## config.mk

```make
export PLATFORM = sky130hd
export DESIGN_NAME = user_rd_data_check
export DESIGN_NICKNAME = d
export VERILOG_FILES = /design/src/rtl/user_ddr3_pkg.sv /design/src/rtl/user_pattern_gen.sv /design/src/rtl/user_rd_data_check.sv
export SDC_FILE = /design/constraint.sdc
export NUM_CORES = 1
export LEC_CHECK = 0
export CAP_MARGIN = 25
export CORE_MARGIN = 2
export CORE_UTILIZATION = 55
export CTS_BUF_LIST = sky130_fd_sc_hd__clkbuf_4 sky130_fd_sc_hd__clkbuf_8
export DETAILED_ROUTE_END_ITERATION = 10
export DONT_BUFFER_PORTS = 1
export GPL_TIMING_DRIVEN = 0
export PLACE_DENSITY = 0.69
export REMOVE_ABC_BUFFERS = 1
export SYNTH_ARGS = -nofsm -noshare
export SYNTH_HDL_FRONTEND = slang
export SYNTH_HIERARCHICAL = 1
export SYNTH_SLANG_ARGS = --single-unit
```

## constraint.sdc

```tcl
create_clock -name sys_clk -period 3.1 [get_ports sys_clk]
set_clock_uncertainty 0.1 [all_clocks]
set_input_delay 0.465 -clock sys_clk [delete_from_list [all_inputs] [get_ports sys_clk]]
set_output_delay 0.465 -clock sys_clk [all_outputs]
set_load 0.02 [all_outputs]
```

## src/rtl/user_ddr3_pkg.sv

```systemverilog
// Shared definitions for the DDR3 read/write test path: checker states and
// the single test-pattern definition used by both writer and checker.
`timescale 1ns/1ps
package user_ddr3_pkg;

    typedef enum logic [1:0] {
        IDLE  = 2'd0,
        CHECK = 2'd1,
        DONE  = 2'd2
    } chk_state_t;

    localparam int DEFAULT_FRAME_LEN = 1024;

    // Incrementing pattern: data = seed + step * beat_index (mod 2^width)
    localparam int PATTERN_SEED = 0;
    localparam int PATTERN_STEP = 1;

endpackage

```

## src/rtl/user_pattern_gen.sv

```systemverilog
// Maps a beat index to the expected test data word. Shared by the write-side
// generator and the read checker so both follow one pattern definition.
`timescale 1ns/1ps
module user_pattern_gen
    import user_ddr3_pkg::*;
#(
    parameter int USER_DATA_WIDTH = 8,
    parameter int IDX_WIDTH       = 10
) (
    input  logic [IDX_WIDTH-1:0]       beat_idx,
    output logic [USER_DATA_WIDTH-1:0] exp_data
);

    // Width casts truncate or zero-extend the index, giving the mod-2^W wrap.
    assign exp_data = USER_DATA_WIDTH'(beat_idx) * USER_DATA_WIDTH'(PATTERN_STEP)
                    + USER_DATA_WIDTH'(PATTERN_SEED);

endmodule

```

## src/rtl/user_rd_data_check.sv

```systemverilog
// Read-data checker: compares each returned beat against the incrementing
// test pattern and reports a per-frame verdict, error count and first-error index.
//
// state | meaning
// IDLE  | waiting for chk_start with controller calibrated; beats here are stray
// CHECK | comparing valid beats, beat_idx advances per valid beat
// DONE  | single cycle, chk_done pulse, verdict final
`timescale 1ns/1ps
module user_rd_data_check
    import user_ddr3_pkg::*;
#(
    parameter int USER_DATA_WIDTH = 8,
    parameter int FRAME_LEN       = DEFAULT_FRAME_LEN,
    parameter int ERR_CNT_WIDTH   = 16,
    localparam int IDX_W          = $clog2(FRAME_LEN)
) (
    input  logic                       sys_clk,
    input  logic                       sys_rst,
    input  logic                       ddrc_init_done,
    input  logic                       chk_start,
    input  logic [USER_DATA_WIDTH-1:0] user_rd_data,
    input  logic                       user_rd_data_valid,
    output logic                       chk_busy,
    output logic                       chk_done,
    output logic                       chk_pass,
    output logic [ERR_CNT_WIDTH-1:0]   chk_err_cnt,
    output logic [IDX_W-1:0]           chk_first_err_idx,
    output logic                       chk_stray
);

    localparam logic [IDX_W-1:0] LAST_IDX = IDX_W'(FRAME_LEN - 1);

    chk_state_t                 state, state_nxt;
    logic [IDX_W-1:0]           beat_idx, beat_idx_nxt;
    logic [ERR_CNT_WIDTH-1:0]   err_cnt_nxt;
    logic [IDX_W-1:0]           first_idx_nxt;
    logic                       first_seen, first_seen_nxt;
    logic                       pass_nxt;
    logic                       stray_nxt;
    logic [USER_DATA_WIDTH-1:0] exp_data;
    logic                       mismatch;

    user_pattern_gen #(
        .USER_DATA_WIDTH (USER_DATA_WIDTH),
        .IDX_WIDTH       (IDX_W)
    ) u_pattern_gen (
        .beat_idx (beat_idx),
        .exp_data (exp_data)
    );

    assign mismatch = (user_rd_data != exp_data);

    always_ff @(posedge sys_clk) begin
        if (sys_rst) begin
            state <= IDLE;
        end else begin
            state <= state_nxt;
        end
    end

    always_comb begin
        state_nxt      = state;
        beat_idx_nxt   = beat_idx;
        err_cnt_nxt    = chk_err_cnt;
        first_idx_nxt  = chk_first_err_idx;
        first_seen_nxt = first_seen;
        pass_nxt       = chk_pass;
        stray_nxt      = chk_stray;
        chk_busy       = 1'b0;
        chk_done       = 1'b0;

        case (state)
            IDLE: begin
                if (chk_start && ddrc_init_done) begin
                    state_nxt      = CHECK;
                    beat_idx_nxt   = '0;
                    err_cnt_nxt    = '0;
                    first_idx_nxt  = '0;
                    first_seen_nxt = 1'b0;
                    pass_nxt       = 1'b0;
                    // A beat coinciding with the accepted start is not checked.
                    stray_nxt      = user_rd_data_valid;
                end else if (user_rd_data_valid) begin
                    stray_nxt = 1'b1;
                end
            end

            CHECK: begin
                chk_busy = 1'b1;
                if (!ddrc_init_done) begin
                    state_nxt = IDLE;
                    pass_nxt  = 1'b0;
                end else if (user_rd_data_valid) begin
                    beat_idx_nxt = beat_idx + 1'b1;
                    if (mismatch) begin
                        if (chk_err_cnt != '1) begin
                            err_cnt_nxt = chk_err_cnt + 1'b1;
                        end
                        if (!first_seen) begin
                            first_seen_nxt = 1'b1;
                            first_idx_nxt  = beat_idx;
                        end
                    end
                    if (beat_idx == LAST_IDX) begin
                        state_nxt = DONE;
                        pass_nxt  = (err_cnt_nxt == '0);
                    end
                end
            end

            DONE: begin
                chk_done  = 1'b1;
                state_nxt = IDLE;
                if (user_rd_data_valid) begin
                    stray_nxt = 1'b1;
                end
            end

            default: begin
                state_nxt = IDLE;
            end
        endcase
    end

    always_ff @(posedge sys_clk) begin
        if (sys_rst) begin
            beat_idx          <= '0;
            chk_err_cnt       <= '0;
            chk_first_err_idx <= '0;
            first_seen        <= 1'b0;
            chk_pass          <= 1'b0;
            chk_stray         <= 1'b0;
        end else begin
            beat_idx          <= beat_idx_nxt;
            chk_err_cnt       <= err_cnt_nxt;
            chk_first_err_idx <= first_idx_nxt;
            first_seen        <= first_seen_nxt;
            chk_pass          <= pass_nxt;
            chk_stray         <= stray_nxt;
        end
    end

endmodule

```

== Word-level counts from Yosys, hierarchy flattened ==
Index checks and enable logic that the tools add are counted.
Cells by class
  reduce and logical (&&, ||, !) cells: 10
  add/subtract/negate cells: 2
  equality and inequality tests: 12
  mux-type cells: 37
Operators with widths (count)
  $mux W16: 8
  $mux W10: 7
  $pmux W10 S2: 2
  $pmux W16 S2: 1
  $add A16 B1 Y16 const B: 1
  $logic_not A16 Y1: 1
  $ne A16 B16 Y1 const B: 1
  $mux W1: 11
  $add A10 B1 Y10 const B: 1
  $eq A10 B10 Y1 const B: 1
  $ne A2 B2 Y1 const B: 5
  $mux W2: 4
  $ne A8 B8 Y1: 1
  $reduce_and A4 Y1: 2
  $ne A3 B3 Y1 const B: 2
  $pmux W1 S2: 3
  $reduce_and A6 Y1: 1
  $reduce_and A5 Y1: 1
  $pmux W2 S2: 1
  $reduce_bool A2 Y1: 2
  $reduce_and A3 Y1: 1
  $eq A2 B1 Y1 const B: 1
  $eq A2 B2 Y1 const B: 1
  $logic_not A2 Y1: 1
  $logic_and A1 B1 Y1: 1
Storage, ports and cells
  word-level logic and storage cells: 68
  flip-flop bits (word level): 41
  output and inout port bits: 30
  bits of input ports: 13

== Longest topological paths before layout ==
  depth after elaboration: 11
  gate-level depth with buffers: 9

== Cells and area by module ==
The synthesis kept the hierarchy.
By module, submodules not included
  user_rd_data_check: times used 1, seq. area each 820.8 sq um, area an instance 2227.1 sq um, cells each 281
  user_pattern_gen: times used 1, seq. area each 0.0 sq um, area an instance 60.1 sq um, cells each 8

== Least setup slack after synthesis ==
No wires, ideal clock.
  kind: flip-flop to flip-flop
  start point: register chk_err_cnt[0]
  end point: register chk_pass
  path slack: 552 ps
  required time: 2916 ps
  data arrival time: 2364 ps
  clock period less this slack: 2548 ps
  library setup time: 84 ps
  stages on the path, launching flop included: 10
  buffers on the path: 1
  cell sequence: dfxtp_1 > ha_1 > inv_1 > nor3_2 > and3_1 > buf_6 > nor4b_4 > mux2i_1 > a2111o_1 > o31ai_2
On the way
  cells in the longest elaborated chain, start to end: 11
  elaborated cells on any way between the ends: 12
RTL lines
  start: declaration: line user_rd_data_check.sv:26  | output logic [ERR_CNT_WIDTH-1:0] chk_err_cnt,
  start signal: assignment: line user_rd_data_check.sv:135  | chk_err_cnt <= err_cnt_nxt;
  $add A16 B1 Y16 / $ne A16 B16 Y1 (equally long branches): line user_rd_data_check.sv:97, user_rd_data_check.sv:96
  $mux W16: line user_rd_data_check.sv:96  | if (chk_err_cnt != '1) begin
  $mux W16 (*): line user_rd_data_check.sv:95  | if (mismatch) begin
  $mux W16 (*): line user_rd_data_check.sv:93  | end else if (user_rd_data_valid) begin
  $mux W16 (*): line user_rd_data_check.sv:90  | if (!ddrc_init_done) begin
  $mux W16 (*): line user_rd_data_check.sv:72  | case (state)
  $logic_not A16 Y1 (*): line user_rd_data_check.sv:106  | pass_nxt = (err_cnt_nxt == '0);
  $mux W1 (*): line user_rd_data_check.sv:104  | if (beat_idx == LAST_IDX) begin
  $mux W1 (*): line user_rd_data_check.sv:93
  $mux W1 (*): line user_rd_data_check.sv:90
  $pmux W1 S2 (*): line user_rd_data_check.sv:72
  end signal: assignment: line user_rd_data_check.sv:138  | chk_pass <= pass_nxt;
  end: declaration: line user_rd_data_check.sv:25  | output logic chk_pass,
Every way passes the cells marked *; elsewhere a longest branch is shown, timed or not. The select of a mux whose other input is x is not followed.
A chain may end at the register's enable or synchronous reset.

== Final worst setup path ==
  start point: register chk_err_cnt[0]
  end point: register chk_err_cnt[10]
On the way
  cells in the longest elaborated chain, start to end: 9
  elaborated cells on any way between the ends: 10
RTL lines (line)
  $add A16 B1 Y16 / $ne A16 B16 Y1 (equally long branches): user_rd_data_check.sv:97, user_rd_data_check.sv:96
  $mux W16 (*): user_rd_data_check.sv:96
  $mux W16 (*): user_rd_data_check.sv:95
  $mux W16 (*): user_rd_data_check.sv:93
  $mux W16 (*): user_rd_data_check.sv:90
  $mux W16 (*): user_rd_data_check.sv:72
  $mux W16 (*): user_rd_data_check.sv:93
  $mux W16 (*): user_rd_data_check.sv:90
  $pmux W16 S2 (*): user_rd_data_check.sv:72
Marked as above.

==> flow_summary.yaml <==
clock_network:
  clock-sinks: 41
  cts.clk_slew.worst_paths_ps: 80
  hold_buffers: 0
  worstSkewPairLatency_ps: 290
  cts_buffers: 5
  ctsRootBufferMaster: "clkbuf_8"
  htree_levels: 2
  cts_max_path_buffers: 2
  cts_tree: "built"
floorplan:
  rows: 23
  pin_count: 43
  die_area_sq_um: 4690
  floorplan.initialDensity_pct: 57.18
  die_h_microns: 68.49
  coreArea_sq_um: 4000
  die_x_microns: 68.49
logic_synthesis:
  ys_ff_latch: 41
  synth_seq_area_share_pct: 35.89
  synth-edff-count: 0
  synthesis.area_sq_um: 2287
  synth_top_area_share_pct: 35.89
  syn_area_per_cell_sq_um: 7.914
  synthFlopType: "dfxtp_1"
  yosysWarningCount: 6
  syn_inst: 289
  netlist_top_cells_area: "dfxtp_1 (36%), nand2_1 (5.7%), xor2_1 (5.7%)"
  yosys.area.top_type: "dfxtp_1"
  synth_async_sr_flop_share_pct: 0
  ys_types: 43
timing:
  setup_viol: 0
  rsz0062_at_grt: "no"
  fin_crit_ps: 2905
  layout_setup_ws_ps: 195.1
  max_freq_mhz: 344.2
  slew_headroom_pct: 53.40
  fin_hold_ws_ps: 131.4
  tightest_slew_ps: 697.0
  finalHoldViolations: 0
  maxSlewViolCount: 0
  post-route-period-util_pct: 93.71
global_route:
  gr-total-overflow: 0
  grt_pass1_wl_mm: 8.100
  grt.total_usage_pct: 22.93
  antenna_found_initial: 0
  grt_pass1_vias: 1665
  grt_max_degree: 31
run:
  maxCapViolCount: 0
final_layout:
  n_antenna_cell: 0
  drive_above_1_share_pct: 6.182
  fin_nets: 289
  syn2layout_area_growth_pct: 2.680
power:
  power_leakage_uw: 0.0007842
  peakVddDrop_v: 0.0002282
  power_density_nw_per_um2: 435.0
detailed_routing:
  first_iter_violations: 81
  wire_per_inst_microns: 15.63
  via_count: 1962
  drc: 0
  final_antenna_net_count: 0
  avgViaCountPerCell: 6.037
  drt-pass1-iter-count: 4
  drt-total-wl_mm: 5.081
critical_path:
  critPathRequiredTime_ps: 3200
  critical_path.slowest_cell: "dfxtp_1"
  worst_path_largest_cell_delay_ps: 560
  start_kind: "flop"
  cp.buffers_inverters: 1
  critical_path.top_delay_family: "simple AND/OR/NAND/NOR gates"
  critPathMaxFanout: 9
  worstPathCellList: "ha_1 > inv_1 > nor3_4 > and3_1 > nor2_2 > and4_1 > nand2b_1 > a311oi_1"
  crit_type: "flop to flop"
  arrival_ps: 3010
  worst_setup_path_end_kind: "flop"
run_status:
  status: "complete, no violations"
placement:
  io_buffers: 0
  gp_congestion: 0.8349
  dp_hpwl_mm: 3.490
  place_ws_ps: -177.7
hold_path:
  hp-class: "input port to flop"
-- worst reg2reg max path, cell delays in order, from the launching register on --
cell      delay (ps)
dfxtp_1          560
ha_1             340
inv_1            150
nor3_4           410
and3_1           440
nor2_2           160
and4_1           260
nand2b_1         140
a311oi_1         260
-- where the power goes --
group / internal, uW / leakage (uW) / switching [uW]
Combinational: 15.3 / 0.000399 / 30.3
Clock: 241 / 0.0000543 / 197
Sequential: 531 / 0.000331 / 7.55
Total: 787 / 0.000784 / 235
-- metrics by stage --
| step | std cells | area (sq um) | utilization [%] | setup TNS (ps) | power, uW |
|---|---|---|---|---|---|
| floorplan | 267 | 2157 | - | 0 | 584.4 |
| detailed placement | 317 | 2220 | 55.49 | -1803 | 595.9 |
| global placement | 317 | 2220 | 55.49 | -1573 | 595.4 |
| CTS | 325 | 2340 | 58.49 | 0 | 1036 |
| global route | 325 | 2349 | 58.71 | 0 | 1064 |
| finish | 325 | 2349 | 58.71 | 0 | 1022 |
-- final timing paths --
check / start / to / slack (ps) / cells after the start
setup reg to reg: chk_err_cnt[0] / chk_err_cnt[10] / 200 / 8
setup / recovery: chk_err_cnt[0] / chk_err_cnt[10] / 200 / 8
hold / removal: sys_rst / chk_first_err_idx[5] / 130 / 1
hold reg to reg: beat_idx[8] / chk_first_err_idx[8] / 390 / 2
-- cell type report --
cell class | count | area (sq um)
Clock inverter | 3 | 46.29
Fill cell | 385 | 1652
Clock buffer | 5 | 68.82
Sequential cell | 41 | 820.8
Tap cell | 50 | 62.56
Inverter | 1 | 3.754
Multi-Input combinational cell | 225 | 1346
-- sequential cells by signal, indices dropped and copies added (netlist names) --
register and count:
state 2, chk_err_cnt 16, beat_idx 10, first_seen 1
chk_pass 1, chk_stray 1, chk_first_err_idx 10
-- cells by family (layout without fill, tap and decap cells) --
group	count (synthesis)	after routing	synth area share (%)
adders and majority gates	2	2	1.094
AOI/OAI and AO/OA	57	57	15.15
muxes	4	4	1.751
DFF	41	41	35.89
xor gates and xnor gates	22	22	8.425
and+or+nand+nor	140	140	31.84
buffers and inverters	23	9	5.853
-- cell usage in the layout (no fill, tap or decap), types with 2 or more instances in the layout --
cell / netlist / routed
or3_1: 2 / 2
nand3_1: 24 / 23
nor2b_1: 5 / 4
a22oi_1: 2 / 2
and4_1: 2 / 2
nor3_1: 8 / 8
a21oi_1: 24 / 24
clkbuf_8: 0 / 5
nand2b_1: 4 / 4
o22ai_1: 2 / 2
a311oi_1: 5 / 5
ha_1: 2 / 2
o21ai_0: 13 / 13
nor4b_4: 2 / 2
and3_1: 3 / 3
mux2i_1: 4 / 4
nand4_1: 7 / 7
nand3b_1: 3 / 3
a31oi_1: 5 / 5
xnor2_1: 7 / 7
nor2_1: 32 / 32
dfxtp_1: 41 / 41
xor2_1: 15 / 15
nor4_1: 3 / 3
and2_1: 3 / 3
or4_1: 2 / 2
nand2_1: 35 / 35
-- synth_stat cells (3+ instances only) --
library cell and instances:
nand3_1 24, xnor2_1 7, nor4_1 3, nor2_1 32, mux2i_1 4, clkbuf_1 9, nor3_1 8, nand4_1 7
nand2b_1 4, dfxtp_1 41, and2_1 3, and3_1 3, a31oi_1 5, a311oi_1 5, buf_4 8, nand2_1 35
nand3b_1 3, xor2_1 15, a21oi_1 24, nor2b_1 5, o21ai_0 13
-- repair_timing --
action / 4_1_cts / 5_1_grt
gates resized for setup: 1 / 2
endpoints found under the setup margin: 15 / 12
buffers inserted: 0 / 0
-- per-layer routing --
layer	up-vias	global-route usage, %	share of wire, %
li1	997	-	-
met1	890	33.53	51
met2	71	33.29	42
met3	4	6.086	6.5
met4	0	5.250	0.83
met5	-	0	0
No activity file was read; power rests on OpenSTA's default activity.
